--- src/rtl/cmp_pkg.sv ---
// Shared definitions for the cmp_4bit BIST sequencer: the sequencer states,
// the sweep size, the operand width and where each flag sits in {eq,lst,grt}.
package cmp_pkg;

    localparam int OP_W      = 4;
    localparam int N_VECTORS = 256;

    // Bit positions inside a packed {eq,lst,grt} flag word
    localparam int EQ  = 2;
    localparam int LST = 1;
    localparam int GRT = 0;

    typedef enum logic [1:0] {
        IDLE  = 2'd0,
        WAIT  = 2'd1,
        CHECK = 2'd2,
        DONE  = 2'd3
    } state_t;

endpackage

--- src/rtl/cmp_expect.sv ---
// Golden model of the 4-bit unsigned magnitude comparator. Produces the
// one-hot {eq,lst,grt} word that a correct cmp_4bit must return for a/b.
module cmp_expect
    import cmp_pkg::*;
(
    input  logic [OP_W-1:0] a,
    input  logic [OP_W-1:0] b,
    output logic [2:0]      flags
);

    // Exactly one flag is set for any operand pair
    always_comb begin
        flags      = '0;
        flags[EQ]  = (a == b);
        flags[LST] = (a <  b);
        flags[GRT] = (a >  b);
    end

endmodule

--- src/rtl/cmp_4bit_bist.sv ---
// Built-in self-test sequencer for cmp_4bit. Sweeps all 256 {a,b} pairs in
// ascending order (b is the inner loop), holds each pair for SETTLE_CYCLES
// cycles, samples the comparator flags and keeps an error count plus a record
// of the first failing vector.
//
// Run handshake: start is a level request sampled only in IDLE or DONE; the
// edge that accepts it clears the error record and raises busy. busy stays
// high until the edge that checks the last vector, where busy falls and done
// rises together. done/pass then hold until the next accepted start or rst.
// busy and done are never high at the same time.
//
// SETTLE_CYCLES legal range is 1..15 (it is compared against a 4-bit counter).
module cmp_4bit_bist
    import cmp_pkg::*;
#(
    parameter int SETTLE_CYCLES = 1
) (
    input  logic            clk,
    input  logic            rst,
    input  logic            start,
    input  logic            eq,
    input  logic            lst,
    input  logic            grt,
    output logic [OP_W-1:0] a,
    output logic [OP_W-1:0] b,
    output logic            busy,
    output logic            done,
    output logic            pass,
    output logic [8:0]      err_cnt,
    output logic [OP_W-1:0] fail_a,
    output logic [OP_W-1:0] fail_b,
    output logic [2:0]      fail_flags
);

    localparam logic [3:0] SETTLE_LAST = 4'(SETTLE_CYCLES - 1);

    state_t      state;
    logic [7:0]  n;
    logic [3:0]  settle_cnt;
    logic [2:0]  exp_flags;
    logic [2:0]  got_flags;
    logic        mismatch;
    logic [8:0]  err_next;

    // Operands come straight from the vector register, so they are registered
    // and sit at 4'hF/4'hF once the sweep has finished.
    assign a = n[7:4];
    assign b = n[3:0];

    cmp_expect u_expect (
        .a     (a),
        .b     (b),
        .flags (exp_flags)
    );

    assign got_flags = {eq, lst, grt};
    assign mismatch  = (got_flags != exp_flags);
    assign err_next  = err_cnt + {8'd0, mismatch};

    // Sequencer FSM, settle counter, vector counter and error record
    always_ff @(posedge clk) begin
        if (rst) begin
            state      <= IDLE;
            n          <= 8'd0;
            settle_cnt <= 4'd0;
            busy       <= 1'b0;
            done       <= 1'b0;
            pass       <= 1'b0;
            err_cnt    <= 9'd0;
            fail_a     <= '0;
            fail_b     <= '0;
            fail_flags <= 3'd0;
        end else begin
            case (state)
                IDLE, DONE: begin
                    if (start) begin
                        state      <= WAIT;
                        n          <= 8'd0;
                        settle_cnt <= 4'd0;
                        busy       <= 1'b1;
                        done       <= 1'b0;
                        pass       <= 1'b0;
                        err_cnt    <= 9'd0;
                        fail_a     <= '0;
                        fail_b     <= '0;
                        fail_flags <= 3'd0;
                    end
                end
                WAIT: begin
                    if (settle_cnt == SETTLE_LAST) begin
                        settle_cnt <= 4'd0;
                        state      <= CHECK;
                    end else begin
                        settle_cnt <= settle_cnt + 4'd1;
                    end
                end
                CHECK: begin
                    err_cnt <= err_next;
                    // Only the first failing vector is recorded
                    if (mismatch && (err_cnt == 9'd0)) begin
                        fail_a     <= a;
                        fail_b     <= b;
                        fail_flags <= got_flags;
                    end
                    if (n == 8'hFF) begin
                        state <= DONE;
                        busy  <= 1'b0;
                        done  <= 1'b1;
                        pass  <= (err_next == 9'd0);
                    end else begin
                        n     <= n + 8'd1;
                        state <= WAIT;
                    end
                end
                default: state <= IDLE;
            endcase
        end
    end

endmodule

--- config.mk ---
export PLATFORM = sky130hd
export DESIGN_NAME = cmp_4bit_bist
export DESIGN_NICKNAME = d
export VERILOG_FILES = /design/src/rtl/cmp_pkg.sv /design/src/rtl/cmp_expect.sv /design/src/rtl/cmp_4bit_bist.sv
export SDC_FILE = /design/constraint.sdc
export NUM_CORES = 1
export LEC_CHECK = 0
export CORE_MARGIN = 3
export CORE_UTILIZATION = 35
export CTS_BUF_LIST = sky130_fd_sc_hd__clkbuf_4
export CTS_CLUSTER_DIAMETER = 200
export DETAILED_ROUTE_END_ITERATION = 8
export PLACE_DENSITY_LB_ADDON = 0.1
export SLEW_MARGIN = 20
export SYNTH_ARGS = -nofsm -noshare
export SYNTH_HDL_FRONTEND = slang
export SYNTH_SLANG_ARGS = --single-unit
--- constraint.sdc ---
create_clock -name clk -period 3.74 [get_ports clk]
set_input_delay 0.748 -clock clk [delete_from_list [all_inputs] [get_ports clk]]
set_output_delay 0.748 -clock clk [all_outputs]
set_load 0.02 [all_outputs]
* Word-level counts from Yosys, hierarchy flattened
Index checks and enable logic that the tools add are counted.
Word-level totals: flip-flop bits (word level) 37, input bits 6, output and inout bits 31
Operators by class: $add $sub $neg 3, magnitude comparators 2, equality and inequality tests 11, muxes and demuxes 27, reductions and logical operators 14
Operator list (number):
- one-hot mux 4 bit (2 select lines) | 3
- logical NOT 9 bit | 2
- one-hot mux 9 bit (2 select lines) | 1
- 2-to-1 mux 4 bit | 4
- 2-to-1 mux 8 bit | 2
- one-hot mux 8 bit (2 select lines) | 1
- inequality test 2 bit, second input constant | 5
- adder 9 x 1 -> 9 bit | 1
- 2-to-1 mux 9 bit | 1
- AND reduction 3 bit | 3
- adder 8 x 1 -> 8 bit, second input constant | 1
- == test 8 bit, second input constant | 1
- 2-to-1 mux 2 bit | 3
- 2-to-1 mux 3 bit | 2
- one-hot mux 1 bit (2 select lines) | 3
- one-hot mux 2 bit (3 select lines) | 1
- one-hot mux 3 bit (2 select lines) | 1
- AND reduction 2 bit | 3
- 2-to-1 mux 1 bit | 5
- adder 4 x 1 -> 4 bit, second input constant | 1
- == test 2 bit, second input constant | 2
- == test 4 bit | 1
- greater-than comparator 4 bit | 1
- logical NOT 4 bit | 1
- 7 further kinds | 8

* Logic depth before layout (Yosys ltp)
Gate-level depths: netlist (run 1).
depth after elaboration 6, gate-level depth with buffers 13

* Modules after synthesis
Synthesis (run 1) repeated with hierarchy kept, for this count alone.
Unflattened totals: cell total of the unflattened synthesis 258, area total of the unflattened synthesis 2130.8 um^2
Modules (own cells, without submodules):
- cmp_4bit_bist | times used 1, cells an instance 242, area an instance 2001.9 um^2, seq. area each 740.7 um^2
- cmp_expect | times used 1, cells an instance 16, area an instance 128.9 um^2, seq. area each 0.0 um^2

* Worst setup path after synthesis (run 1)
OpenSTA, ideal clock, no wires.
kind register -> register, from register n[3], to register pass, setup time 74 ps, data arrival time 2837 ps, data required time 3666 ps, setup slack 829 ps, stages on the path, launching flop included 14, path buffers 0, cells stage by stage dfxtp_1 > inv_1 > ha_1 > nand4_1 > or4b_1 > a21oi_1 > nor3_1 > ha_1 > ha_1 > nand2_1 > xor2_1 > nand3_1 > a21o_1 > o21ai_0
Between the ends: cells in the longest elaborated chain, start to end 6, elaborated cells between the ends (all ways) 11
Ends and longest elaborated chain:
- from (decl) | RTL line cmp_4bit_bist.sv:38 | logic [7:0] n;
- from (signal assigned) | RTL line cmp_4bit_bist.sv:111 | n <= n + 8'd1;
- greater-than comparator 4 bit (tied with other cells) | RTL line cmp_expect.sv:16 | flags[GRT] = (a > b);
- inequality test 3 bit | RTL line cmp_4bit_bist.sv:57 | assign mismatch = (got_flags != exp_flags);
- adder 9 x 1 -> 9 bit | RTL line cmp_4bit_bist.sv:58 | assign err_next = err_cnt + {8'd0, mismatch};
- logical NOT 9 bit | RTL line cmp_4bit_bist.sv:109 | pass <= (err_next == 9'd0);
- 2-to-1 mux 1 bit | RTL line cmp_4bit_bist.sv:105 | if (n == 8'hFF) begin
- one-hot mux 1 bit (2 select lines) | RTL line cmp_4bit_bist.sv:74 | case (state)
- to (signal assigned) | RTL line cmp_4bit_bist.sv:109
- to (decl) | RTL line cmp_4bit_bist.sv:28 | output logic pass,
Several ways; a longest one is shown, not always the timed one. The select of a mux whose other input is x is not followed. A chain may end at the register's enable or synchronous reset.

* Worst setup path in the final report (run 1)
Ends and elaborated chain as after synthesis.

==> impl_metrics.toml, run 1 <==
[clock_tree]
h-tree-depth = 2
clk_pin_slew_ps = 120
clockBufferDepth = 2
cts_root_buf = "clkbuf_4"
ctsResizeCount = 0
cts_tree = "done"
worst_skew_pair.late_latency_ps = 340
cts_setup_buffers = 0
cts_buffers = 5
postCtsHoldBufs = 0
clock_sinks = 37

[worst_setup_path]
required_ps = 4020
r2r-end = "pass"
worst-r2r-setup-slack_ps = 600
crit_top_cell = "ha_1"
cpPeakStageDelay_ps = 530
setup.worst_path.start_class = "flop"
r2r_cells = 13
worstPathMaxFanout = 7
regToRegStartpoint = "n[3]"
arrival_ps = 3420
crit_path_end_kind = "flop"
critPathKind = "flop to flop"
worstPathCellList = "inv_1 -> ha_1 -> nand4_1 -> or4b_1 -> a21oi_1 -> nor3_1 -> ha_1 -> ha_1 -> nand2_1 -> xor2_1 -> nand3_1 -> a21o_1 -> o21ai_0"
cp_slowest_cell = "or4b_1"

[synthesis]
ys_ff_latch = 37
seq_area_frac_synth_pct = 36.6
synth_cell_types = 43
synth.net_count = 261
synthFlopType = "dfxtp_1"
synth_warnings = 0
synth-edff-count = 0
async_flop_share_pct = 0
syn_avg_cell_area_sq_um = 8.36
netlist_area_sq_um = 2020
synth_cells = 242

[grt]
antenna_found_initial = 0
grt_pass1_wl_mm = 8.29
grt_max_degree = 16
gr-usage-all-layers_pct = 15.8
grt-ovfl-total = 0
first_global_vias = 1794

[hold_path]
hold_path_class = "flop to flop"
whs_path_depth = 2
hold_end = "fail_b[2]"
worstHoldStart = "fail_b[2]"

[pwr]
power_density_nw_per_um2 = 299
p_leak_nw = 0.908
peakVddDrop_uv = 124

[timing]
final_hold_viol_count = 0
period_needed_ps = 3140
clock.fmax_mhz = 318
layout_setup_ws_ps = 599
setup_viol = 0
rsz0062_at_grt = "no"
skew_ps = 8.12
maxSlewHeadroom_pct = 43.1
fin_setup_tns_ps = 0
finalCritPeriodShare_pct = 84.0
finalMaxSlewViolations = 0
worstMarginPinSlew_ps = 847

[finish]
drive_gt1_share_pct = 5.32
layout_common_cells = "dfxtp_1, clkdlybuf4s50_1, nand2_1"
syn2layout_area_growth_pct = 23.9
final_common_cell = "dfxtp_1"
num_antenna_cells = 0
utilization_pct = 45.3
seqCellArea_sq_um = 741
final_nets = 300
fillers = 573
multiInputGateArea_sq_um = 1200
final_cells = 354

[placement]
dpl.hpwl_mm = 3.53
dp_cells = 346
numPortBuffers = 36
pre_cts_slack_ps = 458
gp_congestion = 0.821

[route]
met1_length_mm = 2.38
detail_route.first_pass.iterations = 4
drt_iter0_drc = 94
wl_per_cell_microns = 13.8
dr_wl_met3_microns = 241
top_layer_used = "met4"
wl_mm = 4.89
route.vias.total = 1879
wl_met2_mm = 2.21
drc_errors = 0
ant_nets = 0
vias_per_cell = 5.31

[flow_run]
drv_cap = 0

[die]
die-area_sq_um = 6730
core_area_sq_um = 5540
die_w_microns = 82.0
start_util_pct = 36.5
io-pin-count = 37
die_h_microns = 82.0
num_rows = 27

[run_status]
status = "finished clean"
-- critical path: cells and delay by family, from the launching register on --
kind                     cells  cell delay [ps]
adder cells (fa/ha/maj)      3              800
XOR/XNOR                     1              180
AO/OA/AOI/OAI                3              510
buffers and inverters        1               70
flip-flops                   1              480
AND/OR/NAND/NOR              5             1040
-- synthesized netlist by cell type, drive strengths merged, types with 2 or more instances --
| master | instances | area [sq um] |
|---|---|---|
| dfxtp | 37 | 741 |
| nand2 | 35 | 131 |
| nor2 | 29 | 109 |
| ha | 13 | 163 |
| mux2i | 13 | 130 |
| a21oi | 11 | 55.1 |
| nand3 | 11 | 55.1 |
| inv | 10 | 37.5 |
| a22oi | 7 | 52.6 |
| clkbuf | 6 | 23.8 |
| nor3 | 6 | 30.0 |
| o21ai | 6 | 33.8 |
| nand4 | 5 | 31.3 |
| nor2b | 5 | 31.3 |
| xnor2 | 5 | 43.8 |
| xor2 | 4 | 35.0 |
| a21o | 3 | 22.5 |
| nand2b | 3 | 18.8 |
| nor4 | 3 | 25.0 |
| a211oi | 2 | 15.0 |
| a2bb2oi | 2 | 17.5 |
| a31oi | 2 | 12.5 |
| and2 | 2 | 12.5 |
| buf | 2 | 22.5 |
| mux2 | 2 | 22.5 |
| nand3b | 2 | 15.0 |
| o31a | 2 | 17.5 |
| o31ai | 2 | 15.0 |
| or3 | 2 | 17.5 |
-- state kept, by name, indices dropped and copies added, names as in the netlist --
signal,cells
fail_a,4
busy,1
err_cnt,9
settle_cnt,4
fail_flags,3
fail_b,4
n,8
pass,1
state,2
done,1
-- cell type report --
class / count / share of cell area [%]
clock inverters: 3 / 0.499
flip-flops and latches: 37 / 29.5
inverters: 10 / 1.50
repair buffers: 40 / 15.6
well taps: 72 / 3.59
multi-input cells: 187 / 47.8
clock buffers: 5 / 1.50
-- cell families after synthesis --
group                      share of synthesized area (%)
AOI/OAI and AO/OA                                   14.0
xor gates and xnor gates                            3.90
adders and majority gates                           8.04
buffers and inverters                               4.14
DFF                                                 36.6
muxes                                               7.54
and+or+nand+nor                                     25.8
-- worst max-delay path by stage --
stage / endpoint / slack (ps) / from / depth (start not counted)
floorplan: pass / 830 / n[3] / 13
finish: pass / 600 / n[3] / 13
global placement: pass / 500 / grt / 11
detailed placement: pass / 460 / grt / 11
global route: pass / 310 / n[3] / 13
CTS: pass / 600 / n[3] / 13
-- metrics by stage --
step	hold WS, ps	cell area (sq um)	power, mW
after floorplan	472	2020	0.518
after global placement	444	2460	0.556
final	463	2510	0.750
after CTS	467	2510	0.764
after global routing	493	2510	0.791
after detailed placement	450	2460	0.556
-- where the power goes --
part | switching, mW | internal (mW) | leakage, nW
Clock | 0.137 | 0.0681 | 0.0300
Sequential | 0.00413 | 0.399 | 0.299
Combinational | 0.0863 | 0.0546 | 0.579
-- layer usage --
layer | vias to the layer above | global-route usage, %
met5 | - | 0
met3 | 7 | 4.06
li1 | 937 | -
met1 | 887 | 20.6
met2 | 48 | 25.0
met4 | 0 | 5.65
Note: power is estimated with default switching activity, not from simulation.
==> inputs of run 2 (changes only) <==
==> constraint.sdc (replaced) <==
create_clock -name clk -period 3.15 [get_ports clk]
set_input_delay 0.63 -clock clk [delete_from_list [all_inputs] [get_ports clk]]
set_output_delay 0.63 -clock clk [all_outputs]
set_load 0.02 [all_outputs]
==> run 2 against run 1 <==
Power up 20%. Flip-flop and latch count unchanged. Clock power up 18%. Die area unchanged. Final cell count up 2.8%. Critical path depth unchanged. Critical path type unchanged. Largest cell class unchanged. Largest power group unchanged.
==> impl_metrics.toml, run 2 (synthesis results as in run 1) <==
[run_status]
status = "finished clean"

[clock_tree]
ctsResizeCount = 0
postCtsHoldBufs = 0
clockBufferDepth = 2
clk_pin_slew_ps = 110
h-tree-depth = 2
cts_setup_buffers = 0
cts_buffers = 5
worst_skew_pair.late_latency_ps = 340
cts_tree = "done"
cts_root_buf = "clkbuf_4"
clock_sinks = 37

[finish]
final_common_cell = "dfxtp_1"
utilization_pct = 46.7
num_antenna_cells = 0
layout_common_cells = "dfxtp_1, clkdlybuf4s50_1, nand2_1"
largest-register = "err_cnt"
final_nets = 311
syn2layout_area_growth_pct = 28.0
reg_top3 = "err_cnt x9, n x8"
drive_gt1_share_pct = 8.90
largest_reg_flops = 9

[worst_setup_path]
critical_path.top_delay_family = "simple AND/OR/NAND/NOR gates"
cpPeakStageDelay_ps = 530
cp.buffers_inverters = 1
setup.worst_path.start_class = "flop"
worstPathMaxFanout = 5
crit_path_end_kind = "flop"
r2r_cells = 13
arrival_ps = 3200
worstPathCellList = "inv_1 -> ha_1 -> nand4_1 -> or4b_1 -> a21oi_1 -> nor3_1 -> ha_1 -> ha_1 -> nand2_1 -> xor2_1 -> nand3_1 -> a21o_1 -> o21ai_0"
crit_top_cell = "ha_1"
worst-r2r-setup-slack_ps = 220
required_ps = 3420
path_depth = 13
critPathKind = "flop to flop"
cp_slowest_cell = "or4b_1"

[route]
met1_length_mm = 2.51
drc_errors = 0
wl_per_cell_microns = 13.4
top_layer_used = "met4"
drt_iter0_drc = 121
wl_met2_mm = 2.09
route.vias.total = 1856
vias_per_cell = 5.10
detail_route.first_pass.iterations = 4
dr_wl_met3_microns = 218
wl_mm = 4.88
ant_nets = 0

[hold_path]
whs_path_depth = 2
hold_path_class = "flop to flop"

[pwr]
power_density_nw_per_um2 = 347
p_sw_mw = 0.263
seqPwrFrac_pct = 53.4
clkPwrFrac_pct = 26.9
p_leak_nw = 0.965
p_int_mw = 0.635
peakVddDrop_uv = 197
power_switching_share_pct = 29.3
pwr-share-comb_pct = 19.8

[grt]
first_global_vias = 1729
grt_pass1_wl_mm = 8.14
grt-ovfl-total = 0
grt_max_degree = 22
antenna_found_initial = 0
gr-usage-all-layers_pct = 15.8

[timing]
final_hold_viol_count = 0
skew_ps = 8.84
rsz0062_at_grt = "no"
fin_setup_tns_ps = 0
clock.fmax_mhz = 342
worstMarginPinSlew_ps = 832
finalMaxSlewViolations = 0
layout_setup_ws_ps = 223
maxSlewHeadroom_pct = 44.1
setup_viol = 0
period_needed_ps = 2930
finalCritPeriodShare_pct = 92.9

[die]
die-area_sq_um = 6730
start_util_pct = 36.5
num_rows = 27
io-pin-count = 37
die_h_microns = 82.0
die_w_microns = 82.0
core_area_sq_um = 5540

[placement]
pre_cts_slack_ps = 46.3
dpl.hpwl_mm = 3.63
numPortBuffers = 36
gp_congestion = 0.855

[flow_run]
drv_cap = 0
## run 2: cell types whose count changed in the layout (fill, tap and decap cells not counted), sizes merged
cell and delta:
buf +11, clkbuf +1, clkinv -2
## run 2: layer usage
layer	vias up	track usage (%)
met5	-	0
met4	0	4.98
met3	6	3.62
met2	34	24.0
met1	861	22.0
li1	955	-
## run 2: power groups by stage
stage                     combinational (mW)  sequential (mW)  clock [mW]
after global placement                 0.178            0.490           0
after detailed placement               0.177            0.490           0
after CTS                              0.178            0.479       0.256
final                                  0.177            0.479       0.241
after floorplan                        0.123            0.493           0
after global routing                   0.195            0.480       0.272
## run 2: worst paths after layout
| path | start | endpoint |
|---|---|---|
| setup reg to reg | n[2] | pass |
| hold reg to reg | fail_b[0] | fail_b[0] |
| hold / removal | fail_b[0] | fail_b[0] |
| setup / recovery | n[2] | pass |
## run 2: final cells by class
| type | instances | area [sq um] |
|---|---|---|
| sequential | 37 | 741 |
| tap | 72 | 90.1 |
| clock inverter | 1 | 3.75 |
| timing repair buffer | 51 | 473 |
| inverter | 10 | 37.5 |
| fill | 574 | 2950 |
| multi-input combinational | 187 | 1200 |
| clock buffer | 6 | 45.0 |
## run 2: metrics by stage
stage	hold slack, ps	area, sq um	power [mW]	instances
finish	461	2590	0.898	364
global route	494	2590	0.947	364
CTS	466	2590	0.912	364
detailed placement	451	2540	0.667	357
global placement	444	2540	0.667	357
floorplan	472	2020	0.615	242
## run 2: tightest hold or removal path: stages (launching register included)
cell	delay (ps)
dfxtp_1	320
nand2_1	50
mux2i_1	50
